**config.mk**
```make
export PLATFORM = sky130hd
export DESIGN_NAME = modulation_writer
export DESIGN_NICKNAME = d
export VERILOG_FILES = /design/src/rtl/modulation_pkg.sv /design/src/rtl/modulation_write_fifo.sv /design/src/rtl/modulation_writer.sv
export SDC_FILE = /design/constraint.sdc
export NUM_CORES = 1
export LEC_CHECK = 0
export ABC_AREA = 1
export BUFFER_PORTS_ARGS = -buffer_cell sky130_fd_sc_hd__buf_4
export CAP_MARGIN = 20
export CORE_AREA = 4 4 144 146
export DETAILED_ROUTE_END_ITERATION = 10
export DIE_AREA = 0 0 148 150
export SYNTH_ARGS = -nofsm -noshare
export SYNTH_HDL_FRONTEND = slang
export SYNTH_SLANG_ARGS = --single-unit
export TNS_END_PERCENT = 20
```
**constraint.sdc**
```tcl
create_clock -name CLK -period 3.85 [get_ports CLK]
set_input_delay 0.9625 -clock CLK [delete_from_list [all_inputs] [get_ports CLK]]
set_output_delay 0.9625 -clock CLK [all_outputs]
set_load 0.05 [all_outputs]
```
**src/rtl/modulation_pkg.sv**
```systemverilog
// Shared types for the modulation sample BRAM write path.
// One FIFO entry is a CPU word plus the page/offset it was written to.
package modulation_pkg;

  localparam int ADDR_W     = 16;
  localparam int WIN_W      = 13;
  localparam int PAGE_W     = ADDR_W - WIN_W - 1;
  localparam int FIFO_DEPTH = 4;

  typedef struct packed {
    logic [PAGE_W-1:0] page;
    logic [WIN_W-1:0]  waddr;
    logic [15:0]       wdata;
  } mod_wr_entry_t;

  typedef enum logic [1:0] {
    IDLE = 2'd0,
    LO   = 2'd1,
    HI   = 2'd2
  } mod_wr_state_t;

  // Byte address is a plain concatenation; no carry ever crosses a field.
  function automatic logic [ADDR_W-1:0] byte_addr(input mod_wr_entry_t e, input logic odd);
    return {e.page, e.waddr, odd};
  endfunction

endpackage

```
**src/rtl/modulation_write_fifo.sv**
```systemverilog
// Small show-ahead synchronous FIFO of CPU write entries.
// Push is ignored when full and pop when empty; the head is visible on dout_o.
module modulation_write_fifo
  import modulation_pkg::*;
#(
  parameter int DEPTH = 4
) (
  input  logic          CLK,
  input  logic          RST,
  input  logic          push_i,
  input  mod_wr_entry_t din_i,
  input  logic          pop_i,
  output mod_wr_entry_t dout_o,
  output logic          full_o,
  output logic          empty_o
);

  localparam int PTR_W = (DEPTH > 1) ? $clog2(DEPTH) : 1;
  localparam int CNT_W = PTR_W + 1;

  mod_wr_entry_t    mem_q [DEPTH];
  logic [PTR_W-1:0] wr_ptr_q, rd_ptr_q;
  logic [CNT_W-1:0] cnt_q;
  logic             do_push, do_pop;

  assign full_o  = (cnt_q == CNT_W'(DEPTH));
  assign empty_o = (cnt_q == '0);
  assign do_push = push_i & ~full_o;
  assign do_pop  = pop_i & ~empty_o;
  assign dout_o  = mem_q[rd_ptr_q];

  always_ff @(posedge CLK or posedge RST) begin
    if (RST) begin
      wr_ptr_q <= '0;
      rd_ptr_q <= '0;
      cnt_q    <= '0;
    end else begin
      if (do_push) wr_ptr_q <= wr_ptr_q + PTR_W'(1);
      if (do_pop)  rd_ptr_q <= rd_ptr_q + PTR_W'(1);
      case ({do_push, do_pop})
        2'b10:   cnt_q <= cnt_q + CNT_W'(1);
        2'b01:   cnt_q <= cnt_q - CNT_W'(1);
        default: cnt_q <= cnt_q;
      endcase
    end
  end

  // Storage carries data only, so it is left out of reset.
  always_ff @(posedge CLK) begin
    if (do_push) mem_q[wr_ptr_q] <= din_i;
  end

endmodule

```
**src/rtl/modulation_writer.sv**
```systemverilog
// Write-side front end of the modulation sample BRAM: buffers CPU words,
// splits them into byte writes and publishes CYCLE once all prior writes land.
module modulation_writer #(
  parameter  int ADDR_W     = 16,
  parameter  int WIN_W      = 13,
  parameter  int FIFO_DEPTH = 4,
  localparam int PAGE_W     = ADDR_W - WIN_W - 1
) (
  input  logic              CLK,
  input  logic              RST,
  input  logic              WE,
  input  logic [WIN_W-1:0]  WADDR,
  input  logic [15:0]       WDATA,
  input  logic [PAGE_W-1:0] PAGE,
  input  logic              CYCLE_WE,
  input  logic [15:0]       CYCLE_IN,
  output logic              READY,
  output logic              OVF,
  output logic              BRAM_WE,
  output logic [ADDR_W-1:0] BRAM_ADDR,
  output logic [7:0]        BRAM_DIN,
  output logic [15:0]       CYCLE,
  output logic              UPDATE
);

  import modulation_pkg::*;

  mod_wr_state_t     state_q, state_d;
  mod_wr_entry_t     hold_q, hold_d;
  mod_wr_entry_t     push_entry, fifo_head;
  logic              fifo_full, fifo_empty, push, pop;
  logic              bram_we_q, bram_we_d;
  logic [ADDR_W-1:0] addr_q, addr_d;
  logic [7:0]        din_q, din_d;
  logic              ovf_q, ovf_d;
  logic              pend_q, pend_d;
  logic [15:0]       pend_cycle_q, pend_cycle_d;
  logic [15:0]       cycle_q, cycle_d;
  logic              update_q, update_d;
  logic              pend_eff, commit;

  assign push_entry = '{page: PAGE, waddr: WADDR, wdata: WDATA};
  assign READY      = ~fifo_full;
  assign push       = WE & READY;

  modulation_write_fifo #(
    .DEPTH (FIFO_DEPTH)
  ) u_fifo (
    .CLK     (CLK),
    .RST     (RST),
    .push_i  (push),
    .din_i   (push_entry),
    .pop_i   (pop),
    .dout_o  (fifo_head),
    .full_o  (fifo_full),
    .empty_o (fifo_empty)
  );

  // state_q names the byte currently on the BRAM port; outputs for the next one are prepared here.
  always_comb begin
    state_d   = state_q;
    hold_d    = hold_q;
    bram_we_d = 1'b0;
    addr_d    = addr_q;
    din_d     = din_q;
    pop       = 1'b0;
    case (state_q)
      IDLE, HI: begin
        if (!fifo_empty) begin
          pop       = 1'b1;
          hold_d    = fifo_head;
          bram_we_d = 1'b1;
          addr_d    = byte_addr(fifo_head, 1'b0);
          din_d     = fifo_head.wdata[7:0];
          state_d   = LO;
        end else begin
          state_d   = IDLE;
        end
      end
      LO: begin
        bram_we_d = 1'b1;
        addr_d    = byte_addr(hold_q, 1'b1);
        din_d     = hold_q.wdata[15:8];
        state_d   = HI;
      end
      default: state_d = IDLE;
    endcase
  end

  // A commit may publish in the same edge as the final HI byte, since both land together.
  always_comb begin
    pend_eff     = pend_q | CYCLE_WE;
    pend_cycle_d = CYCLE_WE ? CYCLE_IN : pend_cycle_q;
    commit       = pend_eff & fifo_empty & ~push & (state_d == IDLE);
    pend_d       = pend_eff & ~commit;
    cycle_d      = commit ? pend_cycle_d : cycle_q;
    update_d     = commit;
    ovf_d        = ovf_q | (WE & ~READY);
  end

  always_ff @(posedge CLK or posedge RST) begin
    if (RST) begin
      state_q      <= IDLE;
      bram_we_q    <= 1'b0;
      addr_q       <= '0;
      din_q        <= '0;
      ovf_q        <= 1'b0;
      pend_q       <= 1'b0;
      pend_cycle_q <= '0;
      cycle_q      <= '0;
      update_q     <= 1'b0;
    end else begin
      state_q      <= state_d;
      bram_we_q    <= bram_we_d;
      addr_q       <= addr_d;
      din_q        <= din_d;
      ovf_q        <= ovf_d;
      pend_q       <= pend_d;
      pend_cycle_q <= pend_cycle_d;
      cycle_q      <= cycle_d;
      update_q     <= update_d;
    end
  end

  always_ff @(posedge CLK) begin
    hold_q <= hold_d;
  end

  assign OVF       = ovf_q;
  assign BRAM_WE   = bram_we_q;
  assign BRAM_ADDR = addr_q;
  assign BRAM_DIN  = din_q;
  assign CYCLE     = cycle_q;
  assign UPDATE    = update_q;

endmodule
```
Word level (Yosys, flattened, before mapping)
Memories as Yosys holds them, arrays and structs flattened.
Cells that the tools add are included.
Word-level totals
  logic and storage cells: 61
  output and inout port bits: 44
  memories: 1
  register bits after elaboration: 100
  RAM bits: 124
  input port bits: 51
Cells by class
  multiplexer cells: 13
  bitwise logic cells: 14
  equality and inequality tests: 6
  add/subtract/negate cells: 4
  reductions and logical operators: 8
Memory list
  u_fifo.mem_q: words 4, bits a word 31, rd ports 1, clocked after memory_dff 0, write ports 1, line modulation_write_fifo.sv:21  | mod_wr_entry_t mem_q [DEPTH];
Operator list (count)
  two-way mux 16 bit: 2
  case mux 16 bit (2 select lines): 1
  case mux 8 bit (2 select lines): 1
  AND 1 bit: 8
  two-way mux 8 bit: 1
  case mux 3 bit (2 select lines): 1
  two-way mux 1 bit: 5
  adder 2 x 1 -> 2 bit (second input constant): 2
  == test 2 x 1 -> 1 bit (second input constant): 2
  == test 2 bit (second input constant): 2
  zero test 2 bit: 2
  inverter 1 bit: 4
  case mux 2 bit (2 select lines): 1
  AND reduction 2 bit: 2
  nonzero test 2 bit: 2
  adder 3 x 1 -> 3 bit (second input constant): 1
  == test 3 bit (second input constant): 1
  zero test 3 bit: 1
  subtractor 3 x 1 -> 3 bit (second input constant): 1
  != test 2 bit (second input constant): 1
  bitwise OR 1 bit: 2
  case mux 1 bit (2 select lines): 1
  OR reduction 2 bit: 1

Logic depth before layout (Yosys ltp)
Gate-level depths: netlist of the first run.
  word-level depth: 8
  gate-level depth with buffers: 10
  depth with buffers taken out: 9

By module
A second synthesis of the first run with hierarchy kept.
Second synthesis, totals
  cell total of the unflattened synthesis: 737
  area, all modules: 8790.9 sq um
Modules (own cells, without submodules)
  modulation_write_fifo: sequential area each 3898.7 sq um, instances 1, cells an instance 424, area an instance 5530.3 sq um
  modulation_writer: sequential area each 2242.2 sq um, instances 1, cells an instance 313, area an instance 3260.6 sq um

Least setup slack after synthesis of the first run
No wires, ideal clock.
  kind: flip-flop to flip-flop
  start point: reg u_fifo.cnt_q[0]
  end point: mem u_fifo.mem_q[0][0] in the netlist's numbering (enable)
  slack: 0.936 ns
  data arrival time: 2.495 ns
  stages on the path, launching flop included: 5
  period minus slack after synthesis: 2.914 ns
  buffers on the path: 0
  library setup time: 0.419 ns
  data required time: 3.431 ns
  cell sequence: dfrtp_1 > nor2_4 > nand2_1 > nand2_1 > nor2_1
On the way
  cells in the longest elaborated chain, start to end: 6
Ends and longest elaborated chain
  from (decl): line modulation_write_fifo.sv:23  | logic [CNT_W-1:0] cnt_q;
  from (signal assigned): line modulation_write_fifo.sv:41  | 2'b10: cnt_q <= cnt_q + CNT_W'(1);
  from (signal assigned): line modulation_write_fifo.sv:42  | 2'b01: cnt_q <= cnt_q - CNT_W'(1);
  from (signal assigned): line modulation_write_fifo.sv:43  | default: cnt_q <= cnt_q;
  == test 3 bit (*): line modulation_write_fifo.sv:26  | assign full_o = (cnt_q == CNT_W'(DEPTH));
  inverter 1 bit (*): line modulation_writer.sv:43  | assign READY = ~fifo_full;
  net READY: line modulation_writer.sv:17  | output logic READY,
  AND 1 bit: line modulation_writer.sv:44  | assign push = WE & READY;
  AND 1 bit (*): line modulation_write_fifo.sv:28  | assign do_push = push_i & ~full_o;
  two-way mux 1 bit (*): line modulation_write_fifo.sv:50  | if (do_push) mem_q[wr_ptr_q] <= din_i;
  two-way mux 1 bit (not written as such) (*): line modulation_write_fifo.sv:50
  to (decl): line modulation_write_fifo.sv:21
Mark *: on every way through the listed nets, which the timed path passes. The rest lies on a longest branch.

Worst setup path in the final report of the first run
  start point: reg u_fifo.cnt_q[0]
  end point: reg u_fifo.cnt_q[2]
On the way
  cells in the longest elaborated chain, start to end: 6
  elaborated cells on any way between the ends: 15
  classes of those cells: 2 x add/sub; 3 x eq/ne; 3 x mux; 5 x bitwise; 2 x reduce/logical
Ends and longest elaborated chain
  zero test 3 bit / == test 3 bit (equally long branches): line modulation_write_fifo.sv:27, modulation_write_fifo.sv:26
  two-way mux 1 bit / inverter 1 bit (equally long branches): line modulation_writer.sv:69, modulation_write_fifo.sv:28, modulation_writer.sv:43
  two-way mux 1 bit / AND 1 bit (equally long branches): line modulation_writer.sv:67, modulation_writer.sv:44
  AND 1 bit, on equally long branches: line modulation_write_fifo.sv:29, modulation_write_fifo.sv:28
  == test 2 x 1 -> 1 bit / == test 2 bit (equally long branches): line modulation_write_fifo.sv:40  | case ({do_push, do_pop})
  case mux 3 bit (2 select lines) / nonzero test 2 bit (equally long branches)
Parallel ways exist; a longest one is shown, timed or not.
A chain may end at the register's enable or synchronous reset.

==> results.txt, run 1 <==
Summing all placed instances gives a cell area of 9326 um2. In this run the number of H-tree levels came out at 1. The final number of hold-violating endpoints is 0. The number of DRC violations after detailed-routing iteration 0 came out at 229.

The placer congestion estimate came out at 0.7393. The largest net degree at the start of global routing came out at 64. From left edge to right edge, the die measures 148 um. The fill cell instance count of the final layout is roughly 1700.

In this run the tightest slew margin relative to its limit is 54.34%. Of the available clock period, the critical path in the final layout requires 64.36%. In this run the static leakage power is about 0.0043 uW. Summing internal, switching and leakage power gives a little over 9000 uW. Clock-pin slew was measured on the worst setup and hold paths at 0.06 ns. During placement, the flow inserted port buffers numbering 94. The layout overhead on the synthesized area is 20.51%. The die area came out at 22200 um2. The number of storage elements in the synthesis netlist is 216.

The number of gates resized after CTS came out at 0. The via count of the first global-routing pass is about 5400. The max-cap check violation count is 0.

The number of inserted diodes is 0. In the synthesized netlist, the number of instances is 707. The achievable frequency is 0.4036 GHz.

The count of buffering cells on the critical path with inverters included came out at 1. The largest buffer count on any clock path came out at 3. The post-CTS setup repair buffer count came out at 0. The worst path needs 2.478 ns of the cycle, external delays included. The first global-routing pass estimated 28230 um of wire. The number of nets with antenna violations after routing is 0. After floorplanning, the core was sized to cover 19400 um2. The number of antenna violations at the first check in global routing is 0.

The number of iterations in the first detailed-routing pass came out at 5. For this block, the routed nets add up to approximately 17000 um of wire. The number of vias per cell after detailed routing is 4.910. The average wire per cell in the routed design came out at 16.11 um. VDD sags by at most 0.3769 mV.

On the critical path, the stage with the largest delay is an instance of dfrtp_1. The highest net fanout along the worst path came out at 42. The I/O pin count is 95. On the final layout, the worst hold slack is 0.4632 ns. For the worst setup path, the data arrival time is approximately 2.9 ns. The total count of max-transition violations in the final report is 0. The half-perimeter wire length after detailed placement is ~10000 um. By startpoint and endpoint, the worst setup path is classified as reg2reg. The total number of nets in the final design is 859. Summing all multi-input logic gate instances after layout gives 1989 um2.

STA classifies the critical path startpoint as a flop. The clock sink count came out at 216. The clock tree from TritonCTS is built. Detailed routing inserted a total of roughly 5300 vias. Global routing used approximately 16% of the available tracks across all layers. Grouping stages by cell kind, the critical path spends the most delay in adder cells. The initial utilization of the core area, before any placement, comes to 43.38%.

In this run the most used layer during global routing was met2. The height of the die is 150 um. The number of distinct library cells after synthesis is 27. The worst setup skew after layout came out at 0.01674 ns. The mean post-synth cell area is around 12 um2. The worst setup path is captured at a flop. Cells with a size suffix above 1 make up about 20% of the layout. Summing all flip-flop and latch instances after layout gives 6142 um2. The worst-margin pin slew came out at 0.6849 ns. For this run, design rule violations remaining after detail routing come to 0. The power density over the cells came out at 918.5 nW/um2.

The setup TNS came out at 0 ns. For the worst-skew pair, the clock arrives at the later sink with an insertion delay of 0.51 ns. After floorplanning, the core was divided into 51 placement rows. The met3 track utilization from global routing is 2.635%. The cell sitting at the root of the clock tree is a clkbuf_16. The required time of the critical path came out at between 4 and 5 ns. The global-route congestion overflow total is 0. In the global route stage, met1 resource usage came out at roughly a fifth. The tightest min-delay check is of the reg2reg type. After detailed placement, the design holds a cell count of 1041. Traced cell by cell, the critical path runs through nor2_4 > nand2_2 > nand2_4 > inv_4 > ha_1 > fa_1 > a21oi_1 > o21ai_0 > xor2_1. The number of clock buffers added by TritonCTS is 24. The number of nets in the synthesized netlist is between 700 and 800. The count of hold buffers inserted by post-cts repair came out at 0. The area of the mapped netlist is 8414 um2. For this run, the slowest stage of the critical path takes 0.45 ns.

The final count of negative-setup-slack endpoints came out at 0. Summing the sequential cell areas from Yosys gives 72.98% of the chip area. Once layout is done, the placed cells without fillers occupy 10140 um2.

The run finished with clean final reports. Setup repair after global routing left no endpoint under its margin. The non-filler instance count after layout is between 1000 and 1500. During synthesis, Yosys emitted a total of 0 warnings.

Global routing used a little over a quarter of the available met2 tracks.
[registers in the layout, summed over array words and instances (netlist names)]
| signal | flops |
|---|---|
| u_fifo.cnt_q | 3 |
| CYCLE | 16 |
| UPDATE | 1 |
| OVF | 1 |
| pend_q | 1 |
| u_fifo.mem_q | 124 |
| state_q | 2 |
| BRAM_DIN | 8 |
| hold_q | 23 |
| u_fifo.rd_ptr_q | 2 |
| u_fifo.wr_ptr_q | 2 |
| BRAM_ADDR | 16 |
| pend_cycle_q | 16 |
| BRAM_WE | 1 |
[power by group]
part	total (uW)	switching (uW)	leakage [uW]	internal, uW
combinational	3430	2460	0.00166	974
clock	2290	859	0.000401	1440
sequential	3590	276	0.00219	3310
total	9310	3590	0.00426	5720
[tightest hold or removal path, stage by stage (launching register included)]
cell and delay [ns]:
edfxtp_1 0.32, nand2_1 0.05, nand3_1 0.07
[cell families after synthesis]
kind of cell / Yosys count / share of synthesized area (%)
and+or+nand+nor: 386 / 19.39
DFF: 216 / 72.98
buffers and inverters: 57 / 3.732
AOI/OAI and AO/OA: 37 / 2.364
adders and majority gates: 6 / 0.9814
xor gates and xnor gates: 4 / 0.4164
muxes: 1 / 0.1338
[cell usage in the layout (no fill, tap or decap), types with 7 or more instances in the layout]
| cell | Yosys | layout |
|---|---|---|
| clkbuf_16 | 0 | 25 |
| nand3_1 | 76 | 76 |
| edfxtp_1 | 147 | 147 |
| dfrtp_1 | 69 | 68 |
| nor2_4 | 4 | 8 |
| o21ai_0 | 19 | 19 |
| inv_1 | 18 | 17 |
| and2_1 | 15 | 15 |
| nand2_1 | 260 | 260 |
| buf_4 | 7 | 102 |
| nor2_1 | 27 | 23 |
| clkbuf_1 | 3 | 7 |
| o22ai_1 | 8 | 8 |
[metal layers]
| layer | part of all wire (%) | vias to the layer above |
|---|---|---|
| met5 | 0 | - |
| met4 | 1.8 | 0 |
| met3 | 5.8 | 23 |
| met2 | 48 | 144 |
| met1 | 44 | 2603 |
| li1 | - | 2557 |
[stage by stage]
step	setup slack, ns	util (%)
floorplan	0.9360	-
global placement	1.207	48.08
detailed placement	1.207	48.08
CTS	1.329	52.27
global route	1.212	52.27
finish	1.372	52.27
[cell usage after synthesis (all sizes together)]
cell type | n | area [um2]
o21ai | 25 | 125.1
nor2 | 32 | 152.7
fa | 1 | 20.02
edfxtp | 147 | 4414
buf | 30 | 205.2
xnor2 | 1 | 8.760
inv | 24 | 97.59
ha | 5 | 62.56
nand3 | 76 | 380.4
xor2 | 3 | 26.28
a31o | 1 | 8.760
a21oi | 3 | 15.01
o22ai | 8 | 50.05
and2 | 15 | 93.84
nand2 | 263 | 1005
mux2 | 1 | 11.26
dfrtp | 69 | 1727
clkbuf | 3 | 11.26
[layout make-up]
cell class | count | share of cell area [%]
flip-flops and latches | 216 | 60.58
multi-input cells | 434 | 19.62
repair buffers | 102 | 7.552
clock buffers | 38 | 7.243
well taps | 265 | 3.270
inverters | 24 | 0.9625
clock inverters | 6 | 0.7774
[path summary, 6_finish.rpt]
check                                       startpoint                           to  slack (ns)  depth (start not counted)
min reg2reg                       hold_q[18]$_DFFE_PP_     BRAM_ADDR[3]$_DFFE_PP0P_        0.46                          2
min in group asynchronous                          RST        CYCLE[10]$_DFFE_PP0P_        0.55                          2
max                        u_fifo.cnt_q[0]$_DFFE_PP0P_  u_fifo.cnt_q[2]$_DFFE_PP0P_        1.37                          9
min                               hold_q[18]$_DFFE_PP_     BRAM_ADDR[3]$_DFFE_PP0P_        0.46                          2
max in group asynchronous                          RST         CYCLE[0]$_DFFE_PP0P_        2.51                          3
max reg2reg                u_fifo.cnt_q[0]$_DFFE_PP0P_  u_fifo.cnt_q[2]$_DFFE_PP0P_        1.37                          9
No activity file was read; power rests on OpenSTA's default activity.
==> run 2, diff against run 1 <==
==> constraint.sdc (replaced) <==
create_clock -name CLK -period 2.44 [get_ports CLK]
set_input_delay 0.61 -clock CLK [delete_from_list [all_inputs] [get_ports CLK]]
set_output_delay 0.61 -clock CLK [all_outputs]
set_load 0.05 [all_outputs]
==> run 2 against run 1 <==
Clock skew fell by 0.0067 ns. Power increased by 60%. Via count rose by 1.7%. Clock-buffer cell count shrank 6. Routed wire length grew 1.4%. Sequential power is 58% higher. Register-to-register slack got worse by 0.87 ns. Largest cell class unchanged.
==> results.txt, run 2 (synthesized netlist as in run 1, its figures left out) <==
The worst slack at placement is between 0.5 and 0.6 ns. The internal power contribution came out at 9159 uW. Buffers inserted to repair hold after CTS numbered 0.

The switching power is 5715 uW. The share of the clock period used by the worst path after layout came out at 81.63%. The deepest level of the CTS H-tree came out at 1. The half-perimeter wire length after detailed placement is 10390 um. The register with the most flip-flops in the layout has between 100 and 150 of them. The effective utilization at floorplan is 43.38%. The final count of negative-setup-slack endpoints is 0.

The type of the most critical hold path is in2async. The cell count after placement came out at 1045. The final worst slack came out at 0.4481 ns. The clock transition at the register clock pins on the worst setup and hold paths after CTS is 0.06 ns.

The register share of total power is 38.0%. The via count of the first global-routing pass came out at 5400. The normalized max-slew margin is 53.99%.

The placer congestion estimate is 0.7522. The worst IR drop on VDD is approximately 0.64 mV. The number of inserted diodes came out at 0.

The clock period could shrink to between 1.5 and 2 ns. The root buffer cell chosen for the clock tree is clkbuf_16. Summed over all layers, the global routing overflow is 0. Global routing consumed, over all layers together, 16.18% of the routing resources. TritonCTS built the clock tree. The highest net fanout along the worst path came out at 3. The number of buffer cells added on primary ports is 94. The source-to-sink clock delay at the later pin of the worst-skew pair is 0.51 ns. The leakage power figure came out at around 0.0043 uW. The wire length after detailed routing is 17730 um. The largest net degree at the start of global routing came out at 70. After detailed routing, the number of remaining DRC violations is 0.

The proportion of power drawn by the clock network came out at 24.5%. In the final layout, the registers with the most flip-flops are u_fifo.mem_q: 124 flops, hold_q: 23 flops. The number of antenna violations at the first check in global routing is 0.

Measured along the x axis, the die boundary spans roughly 150 um. The required time of the critical path came out at ~1.8 ns. The post-CTS setup repair buffer count came out at 0. The flow ran to the end, and the final reports show no timing, DRC or antenna violations.

The share of post-route cells with drive strength above 1 came out at 20.02%. In this run the power density over the cells is 1452 nW/um2. The worst setup skew after layout is around 0.01 ns. The number of iterations in the first detailed-routing pass came out at 5. After the first detailed-routing iteration, the DRC count stood at 341.

The count of standard-cell rows came out at 51. The total count of max-transition violations in the final report is 0. The part of the power in combinational logic came out at 37.5%.

The max-cap check violation count is 0. Net switching is 38.43% of the power. The data arrival time at the worst-slack endpoint came out at ~1.4 ns. Gates resized during post-CTS repair numbered 0.

Leaving out fill and tap cells, the most frequent cell in the layout is nand2_1. After detailed routing, the number of vias per cell comes to 4.973. Setup repair after global routing left no endpoint under its margin. The average wire per cell in the routed design came out at between 15 and 20 um. The clock passes through at most 3 buffers.

The number of vias after detailed routing is about 5400. The final core utilization is 52.79%. The non-filler instance count after layout came out at approximately 1100. The worst-margin pin slew came out at 0.6892 ns. The achievable frequency came out at 0.5020 GHz. The clock sink count is 216. The die area came out at 22200 um2. The register bank with the most flops is u_fifo.mem_q. Measured along the y axis, the die boundary spans 150 um. The final number of hold-violating endpoints came out at 0. The worst setup path is captured at an output port. The number of nets with antenna violations after routing is 0.

The element type at the critical path start is a flop. The number of CTS-inserted buffers came out at 24. The area of the placeable core is approximately 19000 um2. The area growth from synthesis to layout is 21.71%.

The critical path class is reg2out. The first global-routing pass estimated 28610 um of wire. The I/O pin count came out at 95. For this run, the post-layout net count is 863.

In the layout the commonest cells are nand2_1 (260), edfxtp_1 (147), buf_4 (101).
-- run 2: changes by cell type in the layout (fill, tap and decap cells not counted) --
cell / change
buf_12: +5
clkbuf_1: -4
clkinv_1: +3
clkbuf_8: -2
clkinv_2: +2
buf_4: -1
bufinv_16: +1
-- run 2: cell type report --
| class | instances | area, um2 |
|---|---|---|
| Fill cell | 1673 | 9158 |
| Sequential cell | 216 | 6142 |
| Multi-Input combinational cell | 434 | 1989 |
| Timing Repair Buffer | 106 | 858.3 |
| Clock buffer | 32 | 691.9 |
| Tap cell | 265 | 331.6 |
| Clock inverter | 12 | 130.1 |
| Inverter | 24 | 97.59 |
-- run 2: final timing paths --
kind / start / end / slack (ns) / cells past startpoint
setup / recovery: u_fifo.cnt_q[0]$_DFFE_PP0P_ / READY / 0.45 / 3
hold / removal: RST / pend_cycle_q[14]$_DFF_PP0_ / 0.20 / 3
setup reg to reg: u_fifo.cnt_q[0]$_DFFE_PP0P_ / u_fifo.cnt_q[2]$_DFFE_PP0P_ / 0.50 / 9
hold reg to reg: hold_q[28]$_DFFE_PP_ / BRAM_ADDR[13]$_DFFE_PP0P_ / 0.46 / 2
max in group asynchronous: RST / u_fifo.rd_ptr_q[0]$_DFFE_PP0P_ / 1.92 / 3
min in group CLK: WDATA[15] / u_fifo.mem_q[3][15]$_DFFE_PP_ / 0.30 / 1
-- run 2: power groups by stage --
stage	sequential (uW)	clock, uW	combinational [uW]
6_report	5660	3640	5580
2_1_floorplan	6860	0	2810
3_3_place_gp	5690	0	5500
3_5_place_dp	5730	0	5650
5_1_grt	5760	3900	6170
4_1_cts	5660	3720	5680
-- run 2: critical path, cell delays in order (launching register included) --
cell and delay [ns]:
dfrtp_1 0.44, nor2_4 0.16, nand2_1 0.08, buf_4 0.20
-- run 2: routing by layer --
layer  global-route usage, %  share of wire, %  vias to the layer above
met3                   3.271               6.8                       22
met2                   27.49                49                      174
li1                        -                 -                     2578
met5                       0                 0                        -
met4                   3.926               1.4                        0
met1                   21.58                43                     2642
-- run 2: stage by stage --
stage	hold WS [ns]	total power [uW]	instance area, um2	TNS, ns
6_report	0.2022	14870	10240	0
5_1_grt	0.2246	15830	10240	0
2_1_floorplan	0.4384	9667	8414	-58.78
3_3_place_gp	0.4470	11190	9419	0
3_5_place_dp	0.4570	11380	9419	0
4_1_cts	0.2000	15060	10240	0
